File: src/rtl/avlst2mm_multibuf.sv
// Pixel Avalon-ST to Avalon-MM burst writer with NB_BUF rotating/selectable frame buffers.
// Each frame is pushed through a show-ahead FIFO and written as bursts of at most BURST_LEN words.
module avlst2mm_multibuf #(
    parameter int                DATA_W      = 32,
    parameter int                ADDR_W      = 32,
    parameter int                BURST_LEN   = 16,
    parameter int                FIFO_DEPTH  = 64,
    parameter int                NB_BUF      = 2,
    parameter logic [ADDR_W-1:0] BASE_ADDR   = 32'h3800_0000,
    parameter logic [ADDR_W-1:0] BUF_STRIDE  = 32'h0017_7000,
    parameter int                FRAME_WORDS = 384000,
    localparam int               BUF_W       = (NB_BUF > 1) ? $clog2(NB_BUF) : 1,
    localparam int               BC_W        = $clog2(BURST_LEN) + 1
) (
    input  logic                sys_clk,
    input  logic                sys_rst,
    input  logic                auto_swap,
    input  logic [BUF_W-1:0]    buf_sel,
    input  logic [DATA_W-1:0]   st_data,
    input  logic                st_valid,
    output logic                st_ready,
    input  logic                st_sop,
    input  logic                st_eop,
    output logic [ADDR_W-1:0]   mm_address,
    output logic                mm_write,
    output logic [DATA_W-1:0]   mm_writedata,
    output logic [DATA_W/8-1:0] mm_byteenable,
    output logic [BC_W-1:0]     mm_burstcount,
    input  logic                mm_waitrequest,
    output logic [BUF_W-1:0]    cur_buf,
    output logic [BUF_W-1:0]    last_buf,
    output logic                frame_done,
    output logic                frame_err
);

    localparam int PW = $clog2(FIFO_DEPTH);
    localparam int CF = $clog2(FIFO_DEPTH + 1);
    localparam int CW = $clog2(FRAME_WORDS + 1);

    localparam logic [CF-1:0]     BL_F       = CF'(BURST_LEN);
    localparam logic [CF-1:0]     FIFO_FULL  = CF'(FIFO_DEPTH);
    localparam logic [CW-1:0]     FW         = CW'(FRAME_WORDS);
    localparam logic [CW-1:0]     ONE_W      = CW'(1);
    localparam logic [BUF_W-1:0]  LAST_IDX   = BUF_W'(NB_BUF - 1);
    localparam logic [BUF_W:0]    NB_X       = (BUF_W + 1)'(NB_BUF);
    localparam logic [ADDR_W-1:0] WORD_BYTES = ADDR_W'(DATA_W / 8);
    localparam logic [BC_W-1:0]   BC_ONE     = BC_W'(1);

    typedef enum logic [1:0] {IN_IDLE, IN_FRAME, IN_SKIP, IN_DRAIN} in_state_t;
    typedef enum logic {W_IDLE, W_BURST} w_state_t;

    in_state_t in_state, in_next;
    w_state_t  w_state, w_next;

    logic [DATA_W-1:0] mem [FIFO_DEPTH];
    logic [PW-1:0]     wp, rp;
    logic [CF-1:0]     fcnt;
    logic              fifo_full;
    logic              push, pop;

    logic [CW-1:0]     in_cnt, wr_cnt;
    logic [BUF_W-1:0]  next_buf;
    logic              run, sop_take, err_set, done_set;

    logic              launch;
    logic [BC_W-1:0]   beats, burst_n;
    logic [ADDR_W-1:0] burst_addr;

    assign fifo_full     = (fcnt == FIFO_FULL);
    assign mm_byteenable = '1;
    assign mm_write      = (w_state == W_BURST);
    assign mm_writedata  = mm_write ? mem[rp] : '0;

    // Buffer chosen for the next frame; out-of-range manual selections clamp to the top buffer.
    always_comb begin
        next_buf = buf_sel;
        if (auto_swap) begin
            next_buf = (cur_buf == LAST_IDX) ? '0 : cur_buf + 1'b1;
        end else if ({1'b0, buf_sel} >= NB_X) begin
            next_buf = LAST_IDX;
        end
    end

    always_ff @(posedge sys_clk) begin
        if (push) mem[wp] <= st_data;
    end

    always_ff @(posedge sys_clk or posedge sys_rst) begin
        if (sys_rst) begin
            wp   <= '0;
            rp   <= '0;
            fcnt <= '0;
        end else begin
            if (push) wp <= wp + 1'b1;
            if (pop)  rp <= rp + 1'b1;
            case ({push, pop})
                2'b10:   fcnt <= fcnt + 1'b1;
                2'b01:   fcnt <= fcnt - 1'b1;
                default: fcnt <= fcnt;
            endcase
        end
    end

    always_ff @(posedge sys_clk or posedge sys_rst) begin
        if (sys_rst) begin
            in_state <= IN_IDLE;
            w_state  <= W_IDLE;
        end else begin
            in_state <= in_next;
            w_state  <= w_next;
        end
    end

    // run keeps st_ready low until the first cycle after reset release.
    always_comb begin
        in_next  = in_state;
        st_ready = 1'b0;
        push     = 1'b0;
        sop_take = 1'b0;
        err_set  = 1'b0;
        done_set = 1'b0;
        case (in_state)
            IN_IDLE: begin
                st_ready = run;
                if (run && st_valid && st_sop) begin
                    push     = 1'b1;
                    sop_take = 1'b1;
                    if (st_eop) begin
                        in_next = IN_DRAIN;
                        err_set = (ONE_W < FW);
                    end else if (FW == ONE_W) begin
                        in_next = IN_SKIP;
                    end else begin
                        in_next = IN_FRAME;
                    end
                end
            end
            IN_FRAME: begin
                st_ready = !fifo_full;
                if (st_valid && !fifo_full) begin
                    push = 1'b1;
                    if (st_eop) begin
                        in_next = IN_DRAIN;
                        err_set = (in_cnt + ONE_W < FW);
                    end else if (in_cnt + ONE_W == FW) begin
                        in_next = IN_SKIP;
                    end
                end
            end
            IN_SKIP: begin
                st_ready = 1'b1;
                if (st_valid && st_eop) begin
                    err_set = 1'b1;
                    in_next = IN_DRAIN;
                end
            end
            IN_DRAIN: begin
                if (fcnt == '0 && w_state == W_IDLE) begin
                    done_set = 1'b1;
                    in_next  = IN_IDLE;
                end
            end
            default: in_next = IN_IDLE;
        endcase
    end

    always_ff @(posedge sys_clk or posedge sys_rst) begin
        if (sys_rst) begin
            run        <= 1'b0;
            in_cnt     <= '0;
            wr_cnt     <= '0;
            cur_buf    <= LAST_IDX;
            last_buf   <= LAST_IDX;
            frame_done <= 1'b0;
            frame_err  <= 1'b0;
        end else begin
            run        <= 1'b1;
            frame_done <= done_set;
            frame_err  <= err_set;
            if (sop_take) begin
                cur_buf <= next_buf;
                in_cnt  <= ONE_W;
                wr_cnt  <= '0;
            end else begin
                if (push) in_cnt <= in_cnt + ONE_W;
                if (pop)  wr_cnt <= wr_cnt + ONE_W;
            end
            if (done_set) last_buf <= cur_buf;
        end
    end

    // Tail bursts are only allowed once the frame has stopped feeding the FIFO.
    always_comb begin
        burst_n    = (fcnt >= BL_F) ? BC_W'(BURST_LEN) : BC_W'(fcnt);
        burst_addr = BASE_ADDR + ADDR_W'(cur_buf) * BUF_STRIDE + ADDR_W'(wr_cnt) * WORD_BYTES;
    end

    always_comb begin
        w_next = w_state;
        launch = 1'b0;
        pop    = 1'b0;
        case (w_state)
            W_IDLE: begin
                if (fcnt >= BL_F ||
                    ((in_state == IN_DRAIN || in_state == IN_SKIP) && fcnt != '0)) begin
                    launch = 1'b1;
                    w_next = W_BURST;
                end
            end
            W_BURST: begin
                if (!mm_waitrequest) begin
                    pop = 1'b1;
                    if (beats == BC_ONE) w_next = W_IDLE;
                end
            end
            default: w_next = W_IDLE;
        endcase
    end

    always_ff @(posedge sys_clk or posedge sys_rst) begin
        if (sys_rst) begin
            mm_address    <= '0;
            mm_burstcount <= '0;
            beats         <= '0;
        end else if (launch) begin
            mm_address    <= burst_addr;
            mm_burstcount <= burst_n;
            beats         <= burst_n;
        end else if (pop) begin
            beats <= beats - BC_ONE;
        end
    end

endmodule

File: config.mk
export PLATFORM = sky130hd
export DESIGN_NAME = avlst2mm_multibuf
export DESIGN_NICKNAME = d
export VERILOG_FILES = /design/src/rtl/avlst2mm_multibuf.sv
export SDC_FILE = /design/constraint.sdc
export NUM_CORES = 2
export LEC_CHECK = 0
export ABC_CLOCK_PERIOD_IN_PS = 3950
export CORE_MARGIN = 3
export CORE_UTILIZATION = 57
export CTS_CLUSTER_DIAMETER = 40
export DETAILED_ROUTE_END_ITERATION = 8
export HOLD_SLACK_MARGIN = 0.1
export PLACE_DENSITY = 0.74
export SLEW_MARGIN = 0
export SYNTH_ARGS = -nofsm -noshare
export SYNTH_HDL_FRONTEND = slang
export SYNTH_SLANG_ARGS = --single-unit
File: constraint.sdc
create_clock -name sys_clk -period 3.95 [get_ports sys_clk]
set_input_delay 0.9875 -clock sys_clk [delete_from_list [all_inputs] [get_ports sys_clk]]
set_output_delay 0.9875 -clock sys_clk [all_outputs]
set_load 0.005 [all_outputs]
==> summary.md <==
| Metric | Value |
|---|---|
| Fin nets | 4497 |
| Yosys top cell by area | edfxtp_1 |
| Cell Area, Synth | 0.08355 sq mm |
| Drt total wl | 218400 um |
| Hold depth | 2 |
| Clock slew seen by the registers of the worst setup and hold paths | 0.06 ns |
| Top-count cell post-synth | edfxtp_1 |
| Worst VDD drop | 0.6831 mV |
| Worst-Skew Late Latency | 0.85 ns |
| Cell Rows | 139 |
| Total CTS buffers | 231 |
| Period minus WS final | 4.548 ns |
| Least-Margin Pin Slew | 1.344 ns |
| Drc violations | 0 |
| Largest net degree at the start of global routing | 65 |
| R2R depth | 12 |
| I/O pin cnt | 119 |
| CP endpoint kind | primary output |
| Worst path required time | 2.96 ns |
| Pwr/cell area | 710.9 mW/mm^2 |
| Slew HR | 10.39% |
| Number of port buffers | 105 |
| Post-synthesis mux area share | 16.76% |
| Hold_ws | 0.4683 ns |
| Starting Density | 57.81% |
| Synth Area in Adders | 0.4073% |
| Grt ovf | 0 |
| Avg WL per Cell | 33.43 um |
| Top-area cell type share of the netlist area | 73.60% |
| Initial DRT Pass Iterations | 6 |
| Sequential Area | 0.06392 sq mm |
| LEAKAGE | 33.09 nW |
| CP startpoint kind | flop |
| Largest family of logic cells by synthesized area | multiplexers |
| Tot Pwr | 0.07193 W |
| Cts hold-fix bufs | 0 |
| Tcrit/Tclk final | 115.1% |
| Core area | 0.1445 sq mm |
| Leading post-synthesis cells by cell area | edfxtp_1, mux4_2, dfrtp_1 |
| Setup violations, final | 32 |
| Commonest cells in the netlist | edfxtp_1, mux4_2, nand2_1 |
| Die height | 388.9 um |
| Cell variety after synth | 67 |
| Per-instance average area after synthesis | 21.79 sq um |
| Synth Register Bits | 2144 |
| Dpl cells | 5986 |
| Worst Path Arrival | 3.56 ns |
| Antenna-violating nets left | 0 |
| R2R Setup Slk | 0.74 ns |
| Total of max-cap violations | 0 |
| Multi-input logic area | 0.02004 sq mm |
| Initial DRC Count | 5496 |
| Post-Syn Instances | 3834 |
| Crit path setup slack, layout | -0.5981 ns |
| Post-DP HPWL | 116900 um |
| Final Hold Violating Endpoints | 0 |
| Synthesis Warnings | 0 |
| Share of layout cells above drive strength 1 | 37.16% |
| Post-synth ARST share | 4.478% |
| Vias in the first global route | 44099 |
| Die W | 388.9 um |
| Complex-gate fraction of the synthesized area | 1.565% |
| Initial antenna violation count | 10 |
| Clock Skew | 0.08780 ns |
| EDFF count, synth | 2048 |
| CTS tree | yes |
| Total Die Area | 0.1512 sq mm |
| Clock root cell | clkbuf_16 |
| Fillers | 8049 |
| HP Class | flop to flop |
| Xor/xnor share of the synthesized area | 0.6185% |
| Fmax | 219.9 MHz |
| Status | complete, but fails checks |
| Area grow syn2layout | 21.11% |
| Max Root-Sink Buffers | 3 |
| Post-synthesis simple-gate area fraction | 2.739% |
| Primary FF master, synth | edfxtp_1 |
| GRT Util Overall | 29.08% |
| Final Max Tran Viols | 0 |
| First-pass GRT wire length | 313400 um |
| Global placement routability congestion | 0.8497 |
| Sequential area share after synthesis | 76.48% |
| RSZ-0062 raised after global routing | true |
| H-tree level count | 4 |
| WS Path Type | flop to primary output |
| TritonCTS sink count | 2144 |
| Layout Cells excl Fill | 6532 |
| Vias per inst | 6.627 |
| Failing checks | negative setup slack |
| Via count | 43288 |
| Max FO, Critical Path | 6 |
-- worst paths after layout --
kind	startpoint	to
setup / recovery	rp[0]	mm_writedata[30]
hold / removal	mm_address[18]	mm_address[18]
setup reg to reg	fcnt[1]	fcnt[6]
hold reg to reg	mm_address[18]	mm_address[18]
max in group asynchronous	sys_rst	wr_cnt[7]
min in group asynchronous	sys_rst	mm_burstcount[4]
-- where the power goes --
part / total [W] / switching (W) / internal [W]
Combinational: 0.0241 / 0.0118 / 0.0122
Clock: 0.0220 / 0.00927 / 0.0127
Sequential: 0.0259 / 0.000417 / 0.0254
Total: 0.0719 / 0.0215 / 0.0504
-- critical path: stages (launching register included) --
cell      delay, ns
dfrtp_4        0.50
buf_6          0.15
buf_12         0.15
buf_16         0.13
buf_12         0.11
mux4_2         0.50
mux2i_1        0.17
a22oi_1        0.12
buf_4          0.22
o211ai_1       0.12
a21oi_2        0.11
a211o_4        0.32
buf_6          0.12
-- stage by stage --
stage | worst slack (ns) | TNS, ns | area, sq um | util (%)
after floorplan | 0.3262 | 0 | 83600 | -
after global placement | -0.4657 | -5.113 | 90650 | 62.72
after detailed placement | -0.4311 | -5.272 | 90650 | 62.72
after CTS | -0.6773 | -19.05 | 100600 | 69.63
after global routing | -0.6891 | -19.37 | 101200 | 70.01
final | -0.5981 | -17.12 | 101200 | 70.02
-- layer usage --
layer	routed length (um)	vias to the layer above	global-route usage, %
met1	79130	22702	40.55
met3	25350	458	6.781
met2	106000	2955	45.65
met5	13	-	0
li1	-	17171	-
met4	7896	2	11.00
-- cell families (layout without fill, tap and decap cells) --
| logic type | Yosys count | count (layout) |
|---|---|---|
| adder cells (fa/ha/maj) | 26 | 26 |
| AO/OA/AOI/OAI | 208 | 208 |
| flip-flops | 2144 | 2144 |
| AND/OR/NAND/NOR | 472 | 472 |
| other | 2 | 17 |
| multiplexers | 679 | 679 |
| XOR/XNOR | 59 | 59 |
| buffers and inverters | 244 | 1024 |
-- flip-flops by register name (all words and copies together), names as in the netlist, 6 cells and up --
signal and count:
fcnt 7, in_cnt 19, mem 2048, mm_address 21, rp 6, wp 6
wr_cnt 19
-- layout make-up --
cell class                 count  area share [%]
sequential                  2144           63.17
timing repair buffer         575           6.825
tap                         1903           2.353
clock buffer                 262           5.879
antenna                        3        0.007419
clock inverter               166           1.883
multi-input combinational   1458           19.80
inverter                      21         0.08037
-- layout by cell type, fill, tap and decap left out, types with 21 or more instances in the layout --
master,synthesis,final
clkinvlp_4,0,21
clkbuf_1,90,28
nor2_1,123,58
nand2_1,139,139
ha_1,24,24
bufinv_16,0,27
xnor2_1,33,33
nor2_4,0,65
a22oi_1,32,22
edfxtp_1,2048,2048
dfrtp_1,94,89
buf_2,58,59
nor2b_1,70,36
nand3_1,55,34
xor2_1,26,26
a21oi_2,0,26
buf_6,11,82
buf_12,0,141
mux4_2,576,576
mux2i_1,101,85
inv_6,0,21
buf_4,30,215
clkdlybuf4s50_1,0,41
clkbuf_16,0,239
clkinv_1,0,43
nor2b_4,0,31
-- timing repair --
item                                    in CTS  in global routing
cloned                                      10                  6
gates resized for setup                    414                 87
buffers inserted                            93                 28
pin swaps                                   36                 20
endpoints found under the setup margin      33                 33
No activity file was read; power rests on OpenSTA's default activity.
